`config.mk`:
```
export PLATFORM = sky130hd
export DESIGN_NAME = controlador_exibicao_flat
export DESIGN_NICKNAME = d
export VERILOG_FILES = /design/src/rtl/controlador_exibicao_if.sv /design/src/rtl/controlador_exibicao.sv /design/src/flat_wrapper.sv
export SDC_FILE = /design/constraint.sdc
export NUM_CORES = 1
export LEC_CHECK = 0
export CAP_MARGIN = 20
export CORE_MARGIN = 8
export CORE_UTILIZATION = 45
export CTS_BUF_LIST = sky130_fd_sc_hd__clkbuf_4 sky130_fd_sc_hd__clkbuf_8 sky130_fd_sc_hd__clkbuf_16
export CTS_CLUSTER_DIAMETER = 40
export DETAILED_ROUTE_END_ITERATION = 16
export PLACE_DENSITY = 0.7
export REMOVE_ABC_BUFFERS = 1
export SYNTH_ARGS = -nofsm -noshare
export SYNTH_HDL_FRONTEND = slang
export SYNTH_SLANG_ARGS = --single-unit
```
`constraint.sdc`:
```
create_clock -name clock -period 1.7 [get_ports clock]
set_input_delay 0.34 -clock clock [delete_from_list [all_inputs] [get_ports clock]]
set_output_delay 0.34 -clock clock [all_outputs]
set_load 0.05 [all_outputs]
```
`src/rtl/controlador_exibicao_if.sv`:
```
// ---------------------------------------------------------------------------
// controlador_exibicao_if
// Groups the control handshake, the sequence-memory read port and the
// display/status outputs of controlador_exibicao. The controller connects
// through the slave modport. The host side (start/abort source and the
// combinational sequence memory) connects through the master modport.
// ---------------------------------------------------------------------------
interface controlador_exibicao_if #(
    parameter int ADDR_W = 4,
    parameter int DATA_W = 4
);
    // Host -> controller
    logic              iniciar;       // start playback request
    logic              cancelar;      // synchronous abort
    logic [ADDR_W-1:0] limite;        // last address to play, inclusive
    logic [DATA_W-1:0] mem_dado;      // combinational read data for mem_endereco

    // Controller -> host
    logic [ADDR_W-1:0] mem_endereco;  // registered memory address
    logic [DATA_W-1:0] leds;          // registered LED drive
    logic              ocupado;       // high whenever not idle
    logic              pronto;        // one-cycle completion pulse
    logic [3:0]        db_estado;     // current state code

    modport master (
        output iniciar, cancelar, limite, mem_dado,
        input  mem_endereco, leds, ocupado, pronto, db_estado
    );

    modport slave (
        input  iniciar, cancelar, limite, mem_dado,
        output mem_endereco, leds, ocupado, pronto, db_estado
    );
endinterface

```
`src/rtl/controlador_exibicao.sv`:
```
// ---------------------------------------------------------------------------
// controlador_exibicao
// Plays a sequence of LED words read from an external combinational memory,
// from address 0 up to a limit address latched at start. Each word is lit
// for T_ACESO cycles. When the macro EXIBICAO_PAUSA_EN is defined, each word
// is followed by T_APAGADO blank cycles. In the default build (macro
// undefined) there is no blank gap, and the LEDs keep the previous word until
// the next one is loaded.
//
// State sequence per word:
//   CARREGA -> ACESO [-> APAGADO] -> AVANCA (more words) | FIM (last word)
// FIM raises pronto for one cycle and returns to OCIOSO. cancelar wins over
// every transition and returns to OCIOSO without a pronto pulse.
// ---------------------------------------------------------------------------
module controlador_exibicao #(
    parameter int ADDR_W    = 4,
    parameter int DATA_W    = 4,
    parameter int T_ACESO   = 1000,
    parameter int T_APAGADO = 250
) (
    input  logic                   clock,
    input  logic                   reset,   // asynchronous, active low
    controlador_exibicao_if.slave  bus
);

    // State codes
    localparam logic [3:0] OCIOSO  = 4'd0;
    localparam logic [3:0] CARREGA = 4'd1;
    localparam logic [3:0] ACESO   = 4'd2;
    localparam logic [3:0] APAGADO = 4'd3;
    localparam logic [3:0] AVANCA  = 4'd4;
    localparam logic [3:0] FIM     = 4'd5;

    // The timer is sized for the longer of the two phases. It counts
    // 0..T-1 and is cleared before it could wrap.
    localparam int T_MAX   = (T_ACESO > T_APAGADO) ? T_ACESO : T_APAGADO;
    localparam int TIMER_W = (T_MAX > 1) ? $clog2(T_MAX) : 1;

    localparam logic [TIMER_W-1:0] ACESO_ULT   = TIMER_W'(T_ACESO - 1);
`ifdef EXIBICAO_PAUSA_EN
    localparam logic [TIMER_W-1:0] APAGADO_ULT = TIMER_W'(T_APAGADO - 1);
`endif

    logic [3:0]         estado_q,   estado_d;
    logic [ADDR_W-1:0]  endereco_q, endereco_d;
    logic [ADDR_W-1:0]  limite_q,   limite_d;
    logic [TIMER_W-1:0] timer_q,    timer_d;
    logic [DATA_W-1:0]  leds_q,     leds_d;
    logic               pronto_q,   pronto_d;

    logic ultimo_endereco;
    logic timer_aceso_fim;

    assign ultimo_endereco = (endereco_q == limite_q);
    assign timer_aceso_fim = (timer_q == ACESO_ULT);

    // Next-state, address, timer and LED computation
    always_comb begin
        // NOTE: every signal written here gets a default first, so a missed
        // branch holds the flop value instead of inferring a latch.
        estado_d   = estado_q;
        endereco_d = endereco_q;
        limite_d   = limite_q;
        timer_d    = timer_q;
        leds_d     = leds_q;

        if (bus.cancelar) begin
            // Abort has priority over every transition. In OCIOSO this also
            // masks a simultaneous iniciar. The address keeps its value
            // because the next start clears it anyway.
            estado_d = OCIOSO;
            leds_d   = '0;
            timer_d  = '0;
        end else begin
            case (estado_q)
                OCIOSO: begin
                    if (bus.iniciar) begin
                        estado_d   = CARREGA;
                        endereco_d = '0;
                        limite_d   = bus.limite;
                        timer_d    = '0;
                    end
                end

                CARREGA: begin
                    // The memory address is already stable, so load the word.
                    estado_d = ACESO;
                    leds_d   = bus.mem_dado;
                    timer_d  = '0;
                end

                ACESO: begin
                    if (timer_aceso_fim) begin
                        timer_d = '0;
`ifdef EXIBICAO_PAUSA_EN
                        leds_d   = '0;
                        estado_d = APAGADO;
`else
                        // No blank gap: decide directly. The LEDs hold the
                        // word through AVANCA/CARREGA and are cleared only
                        // when the sequence finishes.
                        if (ultimo_endereco) begin
                            estado_d = FIM;
                            leds_d   = '0;
                        end else begin
                            estado_d = AVANCA;
                        end
`endif
                    end else begin
                        timer_d = timer_q + 1'b1;
                    end
                end

`ifdef EXIBICAO_PAUSA_EN
                APAGADO: begin
                    if (timer_q == APAGADO_ULT) begin
                        timer_d  = '0;
                        estado_d = ultimo_endereco ? FIM : AVANCA;
                    end else begin
                        timer_d = timer_q + 1'b1;
                    end
                end
`endif

                AVANCA: begin
                    // Never reached on the last address, so this cannot wrap.
                    endereco_d = endereco_q + 1'b1;
                    estado_d   = CARREGA;
                end

                FIM: begin
                    // The address keeps its last value for inspection.
                    estado_d = OCIOSO;
                end

                default: begin
                    // Unused codes (and APAGADO when the gap is compiled out)
                    // recover to idle.
                    estado_d = OCIOSO;
                    leds_d   = '0;
                    timer_d  = '0;
                end
            endcase
        end

        // pronto is registered and is high exactly while the state is FIM.
        pronto_d = (estado_d == FIM);
    end

    // State and datapath registers with asynchronous active-low reset
    always_ff @(posedge clock or negedge reset) begin
        if (!reset) begin
            estado_q   <= OCIOSO;
            endereco_q <= '0;
            limite_q   <= '0;
            timer_q    <= '0;
            leds_q     <= '0;
            pronto_q   <= 1'b0;
        end else begin
            // NOTE: non-blocking assignments, so every register samples the
            // values of the previous cycle regardless of statement order.
            estado_q   <= estado_d;
            endereco_q <= endereco_d;
            limite_q   <= limite_d;
            timer_q    <= timer_d;
            leds_q     <= leds_d;
            pronto_q   <= pronto_d;
        end
    end

    assign bus.mem_endereco = endereco_q;
    assign bus.leds         = leds_q;
    assign bus.pronto       = pronto_q;
    assign bus.ocupado      = (estado_q != OCIOSO);
    assign bus.db_estado    = estado_q;

endmodule
```
`src/flat_wrapper.sv`:
```
// flat-port wrapper written by rule: the top's interface ports become plain ports
module controlador_exibicao_flat 
#(
    parameter int ADDR_W    = 4,
    parameter int DATA_W    = 4,
    parameter int T_ACESO   = 1000,
    parameter int T_APAGADO = 250
)
  (clock, reset, bus_iniciar, bus_cancelar, bus_limite, bus_mem_dado, bus_mem_endereco, bus_leds, bus_ocupado, bus_pronto, bus_db_estado);
  controlador_exibicao_if #(.ADDR_W(ADDR_W), .DATA_W(DATA_W)) bus_i ();
  input  logic clock;
  input  logic reset;
  input wire logic [$bits(bus_i.iniciar)-1:0] bus_iniciar;
  input wire logic [$bits(bus_i.cancelar)-1:0] bus_cancelar;
  input wire logic [$bits(bus_i.limite)-1:0] bus_limite;
  input wire logic [$bits(bus_i.mem_dado)-1:0] bus_mem_dado;
  output wire logic [$bits(bus_i.mem_endereco)-1:0] bus_mem_endereco;
  output wire logic [$bits(bus_i.leds)-1:0] bus_leds;
  output wire logic [$bits(bus_i.ocupado)-1:0] bus_ocupado;
  output wire logic [$bits(bus_i.pronto)-1:0] bus_pronto;
  output wire logic [$bits(bus_i.db_estado)-1:0] bus_db_estado;
  assign bus_i.iniciar = bus_iniciar;
  assign bus_i.cancelar = bus_cancelar;
  assign bus_i.limite = bus_limite;
  assign bus_i.mem_dado = bus_mem_dado;
  assign bus_mem_endereco = bus_i.mem_endereco;
  assign bus_leds = bus_i.leds;
  assign bus_ocupado = bus_i.ocupado;
  assign bus_pronto = bus_i.pronto;
  assign bus_db_estado = bus_i.db_estado;
  controlador_exibicao #(.ADDR_W(ADDR_W), .DATA_W(DATA_W), .T_ACESO(T_ACESO), .T_APAGADO(T_APAGADO)) u_core (.clock(clock), .reset(reset), .bus(bus_i));
endmodule
```
==> results.json, run 1 <==
{
  "power-per-cell-area_nw_per_um2": 500,
  "startpoint_type": "register",
  "drv_slew": 0,
  "num_antenna_cells": 0,
  "yosysUniqueCellTypes": 46,
  "grt_pass1_wl_mm": 6.58,
  "dieArea_sq_um": 5230,
  "rrSetupSlack_ns": -0.13,
  "endpoint_kind": "output port",
  "die_y_microns": 72.3,
  "syn-instance-count": 135,
  "drtPass1Iterations": 4,
  "critPathMaxStageDelay_ns": 0.53,
  "cts-hold-fix-buffers": 0,
  "avgSynthCellArea_sq_um": 10.6,
  "fp-row-count": 20,
  "vias_per_cell": 5.56,
  "fin_setup_tns_ns": -1.44,
  "ant_nets": 0,
  "ioPinCount": 26,
  "synth_edf_count": 0,
  "grt_pass1_vias": 1435,
  "async_flop_share_pct": 100,
  "setup_viol": 23,
  "peakVddDrop_v": 0.000412,
  "rsz0062_at_grt": "true",
  "fin_cells": 248,
  "cts_tree": "done",
  "ys_top_cells_by_count": "dfrtp_1, o21ai_0, nand2_1, nor2_1, xnor2_1",
  "gr-total-overflow": 0,
  "cts-root-buf": "clkbuf_4",
  "crit_path_max_fanout": 2,
  "initial_core_util_pct": 47.1,
  "grt_max_degree": 28,
  "dieWidth_microns": 72.3,
  "drc_errors": 0,
  "htreeDepth": 1,
  "drt_iter0_drc": 106,
  "critPathKind": "reg2out",
  "yosys_warnings": 0,
  "fin_worst_skew_ns": 0.00725,
  "cp.arrival_ns": 1.60,
  "ys_seq_area_share_pct": 47.3,
  "fillerInstances": 179,
  "synth_top_area_share_pct": 47.3,
  "fin_crit_ns": 1.94,
  "outcome": "complete, but fails checks",
  "fin_nets": 219,
  "grt_antenna_before_repair": 0,
  "ys_seq_elements": 27,
  "fmaxAchievable_mhz": 515,
  "placed_cells": 233,
  "drive_gt1_share_pct": 50.5,
  "yosysTopAreaCell": "dfrtp_1",
  "max-cap-violations": 0,
  "synth_ff_type": "dfrtp_1",
  "clockBufferDepth": 2,
  "gp_congestion": 0.834,
  "route.detailed.wl_per_inst_microns": 17.3,
  "power_mw": 1.18,
  "path_clk_slew_ns": 0.15,
  "portBuffers": 25,
  "p_leak_nw": 0.975,
  "dp_hpwl_mm": 2.78,
  "slowest_stage": "or4_4",
  "hold_class": "in2async",
  "timing.final.crit_share_pct": 114,
  "final_util_pct": 78.1,
  "area_growth_syn_to_layout_pct": 65.6,
  "via_count": 1379,
  "critical_path.cell_chain": "buf_6 > or4_4 > buf_8",
  "hold-worst-slack_ns": 0.364,
  "final-hold-violation-count": 0,
  "core_region_area_sq_um": 3030,
  "worstSkewPairLatency_ns": 0.33,
  "violations": "setup timing",
  "startpoint": "u_core.bus.db_estado[0]$_DFF_PN0_",
  "cts_buffers": 3,
  "grt.total_usage_pct": 15.5,
  "setup_ws_ns": -0.242,
  "r2r_start": "u_core.bus.db_estado[3]$_DFF_PN0_",
  "synth.most_common_cell": "dfrtp_1",
  "required_ns": 1.36,
  "drt_wl_total_mm": 4.28,
  "ys_top_cells_by_area": "dfrtp_1, o21ai_0, xnor2_1",
  "synthesis.area_sq_um": 1430,
  "clock-sinks": 27
}
## report_power, final
part | internal (mW) | total, mW | switching [mW]
logic | 0.120 | 0.218 | 0.0975
clock network | 0.0885 | 0.283 | 0.194
registers | 0.663 | 0.680 | 0.0168
total | 0.872 | 1.18 | 0.309
## state kept, by name (all words and copies together) (netlist names)
register,flops
u_core.bus.pronto,1
u_core.bus.leds,4
u_core.bus.mem_endereco,4
u_core.limite_q,4
u_core.timer_q,10
u_core.bus.db_estado,4
## final cells by class
cell class | count | area (sq um) | area share, %
inverters | 2 | 7.51 | 0.318
flip-flops and latches | 27 | 677 | 28.6
clock inverters | 1 | 5.00 | 0.212
repair buffers | 71 | 682 | 28.9
clock buffers | 3 | 22.5 | 0.953
well taps | 44 | 55.1 | 2.33
multi-input cells | 100 | 915 | 38.7
## worst max-delay path: cells and delay by family (launching register included)
family	cells	cell delay [ns]
flops	1	0.45
simple gates	1	0.53
buf+inv	2	0.29
## path summary, 6_finish.rpt
path                       cells past startpoint                                endpoint
max                                            3                             bus_ocupado
min                                            2  u_core.bus.mem_endereco[2]$_DFFE_PN0P_
max reg2reg                                    7           u_core.timer_q[9]$_DFFE_PN0P_
min reg2reg                                    1          u_core.limite_q[2]$_DFFE_PN0P_
max in group asynchronous                      2       u_core.bus.db_estado[0]$_DFF_PN0_
min in group clock                             1          u_core.limite_q[2]$_DFFE_PN0P_
## logic make-up (layout without fill, tap and decap cells)
logic type	count (synthesis)	after routing	synth area share, %
xor gates and xnor gates	10	10	6.13
muxes	4	4	3.15
AOI/OAI and AO/OA	33	33	16.2
DFF	27	27	47.3
other	1	1	0.263
adders and majority gates	3	3	2.45
buffers and inverters	8	77	2.80
and+or+nand+nor	49	49	21.6
## metal layers
metal	global-route usage, %	vias to the layer above	share of wire, %
met1	17.9	689	42
met2	28.0	38	52
met4	4.76	0	1.6
li1	-	644	-
met3	2.62	8	4.0
met5	0	-	0
## per-stage QoR
step / area (sq um) / worst slack (ns)
finish: 2360 / -0.242
global route: 2360 / -0.270
CTS: 2140 / -0.224
detailed placement: 1980 / -0.361
global placement: 1980 / -0.333
floorplan: 1400 / -0.366
## repair_timing
item                       CTS  global route
gates resized for setup     18            50
setup endpoints to repair    7            25
pin swaps                   11            25
buffers inserted             7             5
## cell usage in the layout (no fill, tap or decap), types with 2 or more instances in the layout
cell	count
o21ai_2	2
nor3_1	2
o2111ai_2	3
clkdlybuf4s50_1	11
buf_6	17
inv_1	2
a21oi_2	2
a21oi_1	2
clkbuf_4	3
o21ai_1	7
nand2_1	8
nor2_1	8
xor2_1	4
o211ai_1	2
a22oi_2	4
mux2_4	4
or3_4	4
nand3_1	2
nand4_1	2
xnor2_1	6
nor4b_4	3
buf_12	4
dfrtp_1	26
nand4b_1	2
and3_1	3
buf_4	38
Power figures use the tool's default switching activity.
==> run 2: changes to the inputs <==
Settings changed: CTS_CLUSTER_DIAMETER 40 to unset.
==> results of run 2 <==
Same layout as run 1: the final DEF is identical, and so are final timing and power.
